`src/rtl/int_alu_issue.sv`:
```
`default_nettype none
// +-----------------------------------------------------------------------------+
// | int_alu_issue                                                               |
// | Two-stage issue front end for an external registered 64-bit integer adder:  |
// | op decode (S1), tag carry while the adder computes (S2), credit-guarded FIFO|
// | Revision: 1.0                                                               |
// +-----------------------------------------------------------------------------+

module int_alu_issue #(
   parameter int TAG_W = 4,
   parameter int DEPTH = 4
) (
   input  logic             i_clk,
   input  logic             i_rst,
   input  logic             i_flush,
   input  logic             i_req_valid,
   output logic             o_req_ready,
   input  logic [2:0]       i_req_op,
   input  logic             i_req_rv32,
   input  logic [63:0]      i_req_a1,
   input  logic [63:0]      i_req_a2,
   input  logic [TAG_W-1:0] i_req_tag,
   output logic [6:0]       o_mode,
   output logic [63:0]      o_a1,
   output logic [63:0]      o_a2,
   input  logic [63:0]      i_res,
   output logic             o_resp_valid,
   input  logic             i_resp_ready,
   output logic [63:0]      o_resp_res,
   output logic [TAG_W-1:0] o_resp_tag
);

   localparam int PTR_W = $clog2(DEPTH);
   localparam int CNT_W = PTR_W + 1;

   localparam logic [2:0] OP_ADD  = 3'd0;
   localparam logic [2:0] OP_SUB  = 3'd1;
   localparam logic [2:0] OP_SLT  = 3'd2;
   localparam logic [2:0] OP_SLTU = 3'd3;
   localparam logic [2:0] OP_MIN  = 3'd4;
   localparam logic [2:0] OP_MINU = 3'd5;
   localparam logic [2:0] OP_MAX  = 3'd6;
   localparam logic [2:0] OP_MAXU = 3'd7;

   logic             accept;
   logic [6:0]       mode_dec;

   logic             s1_valid;
   logic [6:0]       s1_mode;
   logic [63:0]      s1_a1;
   logic [63:0]      s1_a2;
   logic [TAG_W-1:0] s1_tag;

   logic             s2_valid;
   logic [TAG_W-1:0] s2_tag;

   logic [63:0]      res_mem [DEPTH];
   logic [TAG_W-1:0] tag_mem [DEPTH];
   logic [PTR_W-1:0] wr_ptr;
   logic [PTR_W-1:0] rd_ptr;
   logic [CNT_W-1:0] fifo_count;
   logic             fifo_full;
   logic             fifo_wr;
   logic             fifo_rd;
   logic [CNT_W:0]   credit_used;

   // Every accepted request owns a FIFO slot from acceptance onward, so the
   // FIFO can never be asked to take more than it holds.
   assign credit_used = {1'b0, fifo_count}
                      + {{CNT_W{1'b0}}, s1_valid}
                      + {{CNT_W{1'b0}}, s2_valid};
   assign o_req_ready = ~i_rst & ~i_flush & (credit_used < (CNT_W+1)'(DEPTH));
   assign accept      = i_req_valid & o_req_ready;

   always_comb begin
      mode_dec    = 7'd0;
      mode_dec[0] = i_req_rv32;
      case (i_req_op)
         OP_ADD:  mode_dec[2] = 1'b1;
         OP_SUB:  mode_dec[3] = 1'b1;
         OP_SLT:  mode_dec[4] = 1'b1;
         OP_SLTU: begin mode_dec[4] = 1'b1; mode_dec[1] = 1'b1; end
         OP_MIN:  mode_dec[5] = 1'b1;
         OP_MINU: begin mode_dec[5] = 1'b1; mode_dec[1] = 1'b1; end
         OP_MAX:  mode_dec[6] = 1'b1;
         OP_MAXU: begin mode_dec[6] = 1'b1; mode_dec[1] = 1'b1; end
         default: mode_dec = 7'd0;
      endcase
   end

   // S1: adder operands are driven straight from these registers
   always_ff @(posedge i_clk or posedge i_rst) begin
      if (i_rst) begin
         s1_valid <= 1'b0;
         s1_mode  <= 7'd0;
         s1_a1    <= 64'd0;
         s1_a2    <= 64'd0;
         s1_tag   <= '0;
      end else if (i_flush) begin
         s1_valid <= 1'b0;
         s1_mode  <= 7'd0;
         s1_a1    <= 64'd0;
         s1_a2    <= 64'd0;
         s1_tag   <= '0;
      end else begin
         s1_valid <= accept;
         if (accept) begin
            s1_mode <= mode_dec;
            s1_a1   <= i_req_a1;
            s1_a2   <= i_req_a2;
            s1_tag  <= i_req_tag;
         end else begin
            s1_mode <= 7'd0;
            s1_a1   <= 64'd0;
            s1_a2   <= 64'd0;
         end
      end
   end

   assign o_mode = s1_mode;
   assign o_a1   = s1_a1;
   assign o_a2   = s1_a2;

   always_ff @(posedge i_clk or posedge i_rst) begin
      if (i_rst) begin
         s2_valid <= 1'b0;
         s2_tag   <= '0;
      end else if (i_flush) begin
         s2_valid <= 1'b0;
         s2_tag   <= '0;
      end else begin
         s2_valid <= s1_valid;
         s2_tag   <= s1_tag;
      end
   end

   assign fifo_full = (fifo_count == CNT_W'(DEPTH));
   assign fifo_rd   = o_resp_valid & i_resp_ready;
   assign fifo_wr   = s2_valid & ~i_flush & (~fifo_full | fifo_rd);

   // Storage needs no reset: contents are only visible while counted valid
   always_ff @(posedge i_clk) begin
      if (fifo_wr) begin
         res_mem[wr_ptr] <= i_res;
         tag_mem[wr_ptr] <= s2_tag;
      end
   end

   always_ff @(posedge i_clk or posedge i_rst) begin
      if (i_rst) begin
         wr_ptr     <= '0;
         rd_ptr     <= '0;
         fifo_count <= '0;
      end else if (i_flush) begin
         wr_ptr     <= '0;
         rd_ptr     <= '0;
         fifo_count <= '0;
      end else begin
         if (fifo_wr) begin
            wr_ptr <= wr_ptr + PTR_W'(1);
         end
         if (fifo_rd) begin
            rd_ptr <= rd_ptr + PTR_W'(1);
         end
         case ({fifo_wr, fifo_rd})
            2'b10:   fifo_count <= fifo_count + CNT_W'(1);
            2'b01:   fifo_count <= fifo_count - CNT_W'(1);
            default: fifo_count <= fifo_count;
         endcase
      end
   end

   assign o_resp_valid = (fifo_count != '0);
   assign o_resp_res   = o_resp_valid ? res_mem[rd_ptr] : 64'd0;
   assign o_resp_tag   = o_resp_valid ? tag_mem[rd_ptr] : '0;

endmodule

`default_nettype wire
```
`config.mk`:
```
export PLATFORM = sky130hd
export DESIGN_NAME = int_alu_issue
export DESIGN_NICKNAME = d
export VERILOG_FILES = /design/src/rtl/int_alu_issue.sv
export SDC_FILE = /design/constraint.sdc
export NUM_CORES = 1
export LEC_CHECK = 0
export BUFFER_PORTS_ARGS = -buffer_cell sky130_fd_sc_hd__buf_2
export CORE_AREA = 2 2 175 177
export CTS_CLUSTER_DIAMETER = 80
export DETAILED_ROUTE_END_ITERATION = 12
export DIE_AREA = 0 0 177 179
export HOLD_SLACK_MARGIN = 0.05
export PLACE_DENSITY = 0.9
export SLEW_MARGIN = 10
export SYNTH_ARGS = -nofsm -noshare
export SYNTH_HDL_FRONTEND = slang
export SYNTH_SLANG_ARGS = --single-unit
export TNS_END_PERCENT = 100
```
`constraint.sdc`:
```
create_clock -name i_clk -period 6.6 [get_ports i_clk]
set_clock_uncertainty 0.2 [all_clocks]
set_input_delay 1.32 -clock i_clk [delete_from_list [all_inputs] [get_ports i_clk]]
set_output_delay 1.32 -clock i_clk [all_outputs]
set_load 0.01 [all_outputs]
```
==> results_dict.tcl <==
set metrics [dict create \
    drcViolationCount 0 \
    cts_tree "done" \
    async_flop_share_pct 35.8 \
    gp_congestion 0.868 \
    cts.sinks 424 \
    htreeDepth 2 \
    period_needed_ps 4590 \
    die_w_um 177 \
    clk_latency_ps 520 \
    synth_edf_count 272 \
    tns_ps 0 \
    drtPass1Iterations 6 \
    final_cells 1647 \
    cts_root_buf "clkbuf_16" \
    grt_overflow_total 0 \
    die_y_um 179 \
    post-place-cells 1566 \
    powerDensity_nw_per_um2 296 \
    vias 8619 \
    worstSetupStartpointType "flip-flop" \
    routedWlPerCell_um 22.0 \
    final_cell_mix "buf_2, edfxtp_1, and2_1, dfrtp_1, mux4_2" \
    cts_setup_buffers 0 \
    synth-seq-cells 424 \
    clk_pin_slew_ps 60 \
    syn_to_final_growth_pct 22.6 \
    synth-main-ff-cell "edfxtp_1" \
    netlist_instances 800 \
    finalCritPeriodShare_pct 69.5 \
    via_per_inst 5.23 \
    rows 64 \
    fmax_mhz 218 \
    fin_nets 1425 \
    status "completed" \
    max-vdd-ir-drop_mv 0.275 \
    critPathKind "reg2out" \
    end_kind "primary output" \
    grt_pass1_vias 8786 \
    cts_max_path_buffers 3 \
    finalHoldViolations 0 \
    cts.hold.buffers_added 0 \
    drive_above_1_share_pct 45.0 \
    numCtsBuffers 42 \
    die_area_um2 31700 \
    ys_seq_area_share_pct 76.7 \
    start_util_pct 52.0 \
    finalWirelength_um 36300 \
    crit_slowest_cell "dfrtp_4" \
    slew_violations 0 \
    ant_nets 0 \
    cap_violations 0 \
    grt_max_degree 141 \
    port_buffers 409 \
    ioPinCount 410 \
    synth_area_um2 15600 \
    core_area_um2 30000 \
    worstPathRequired_ps 5080 \
    final-setup-viol-count 0 \
    antenna_found_initial 6 \
    path_max_fanout 46 \
    grt_pass1_wl_um 52500 \
    crit_chain "buf_4 > mux4_2 > and2_1 > buf_2" \
    yosysUniqueCellTypes 39 \
    hpwl_um 24700 \
    rsz0062_at_grt "no" \
    hp-class "reg2reg" \
    leakage_nw 8.24 \
    worst-slew-pin-transition_ps 1150 \
    slowest_delay_ps 1030 \
    grt_usage_pct 22.7 \
    synth_warnings 0 \
    final_common_cell "buf_2" \
    cts_resized 0 \
    cp.arrival_ps 3070 \
    slew_headroom_pct 23.2 \
    power.total_mw 5.66 \
    dr.first_iter.drc_count 731 \
    avgSynthCellArea_um2 19.5 \
    syn_nets 1011 \
]
## layout make-up
class	instances	area, µm²
Antenna cell	4	10.0
Clock buffer	55	1140
Clock inverter	22	110
Fill cell	2128	10900
Inverter	6	27.5
Multi-Input combinational cell	328	3300
Sequential cell	424	12000
Tap cell	396	495
Timing Repair Buffer	412	2070
## cells by family (layout without fill, tap and decap cells)
kind of cell    count (synthesis)  in the layout  share of synthesized area, %
xor+xnor                        3              3                         0.168
compound gates                 11             11                         0.657
fa+ha+maj                       6              6                         0.529
flops                         424            424                          76.7
mux                            76             76                          10.5
buf+inv                        48            495                          2.24
simple gates                  232            232                          9.24
other cells                     0              4                             0
## critical path, delay by kind of cell (launching register included)
| kind | cells | cell delay (ps) |
|---|---|---|
| flops | 1 | 1030 |
| buf+inv | 2 | 680 |
| mux | 1 | 610 |
| simple gates | 1 | 180 |
## final timing paths
kind | from | end | slack, ps | cells after the start
max | rd_ptr[0] | o_resp_res[24] | 2010 | 4
min | s2_tag[3] | tag_mem[0][3] | 290 | 0
max reg2reg | fifo_count[2] | fifo_count[2] | 3640 | 6
min reg2reg | s2_tag[3] | tag_mem[0][3] | 290 | 0
max in group asynchronous | i_rst | o_a1[0] | 4200 | 3
min in group asynchronous | i_rst | o_a1[14] | 840 | 2
## stage by stage
| step | setup WS, ps | hold slack [ps] | instance area, µm² | utilization [%] |
|---|---|---|---|---|
| 2_1_floorplan | 987 | 255 | 15600 | - |
| 3_5_place_dp | 2490 | 281 | 17900 | 59.5 |
| 5_1_grt | 1760 | 327 | 19100 | 63.7 |
| 3_3_place_gp | 2580 | 270 | 17900 | 59.5 |
| 6_report | 2010 | 292 | 19100 | 63.7 |
| 4_1_cts | 1890 | 295 | 19100 | 63.7 |
## flip-flops by register name, summed over array words and instances, names as in the netlist
signal	cells
wr_ptr	2
s1_valid	1
rd_ptr	2
s2_valid	1
res_mem	256
s2_tag	4
s1_tag	4
o_a2	64
fifo_count	3
o_a1	64
o_mode	7
tag_mem	16
## metal layers
metal	vias to the layer above	global-route usage, %	share of wire (%)
met5	-	0	0.036
met4	2	8.61	3.7
met3	85	5.73	8.3
met2	441	39.9	53
met1	4332	27.1	35
li1	3759	-	-
## cell usage after synthesis (3+ instances only)
cell type | instances | area, µm²
dfrtp_1 | 152 | 3800
mux2_2 | 3 | 33.8
buf_2 | 9 | 45.0
and3b_1 | 4 | 35.0
ha_1 | 5 | 62.6
clkbuf_1 | 10 | 37.5
mux2_4 | 4 | 60.1
nor2_1 | 11 | 41.3
nor2b_1 | 5 | 31.3
buf_6 | 20 | 225
mux4_2 | 68 | 1530
nand2b_1 | 3 | 18.8
and2_1 | 201 | 1260
edfxtp_1 | 272 | 8170
inv_1 | 5 | 18.8
## power breakdown
group          switching (mW)  internal (mW)  leakage [nW]
sequential             0.0530           2.87          4.53
combinational           0.293          0.283          3.08
clock                   0.942           1.22         0.625
Note: power is estimated with default switching activity, not from simulation.
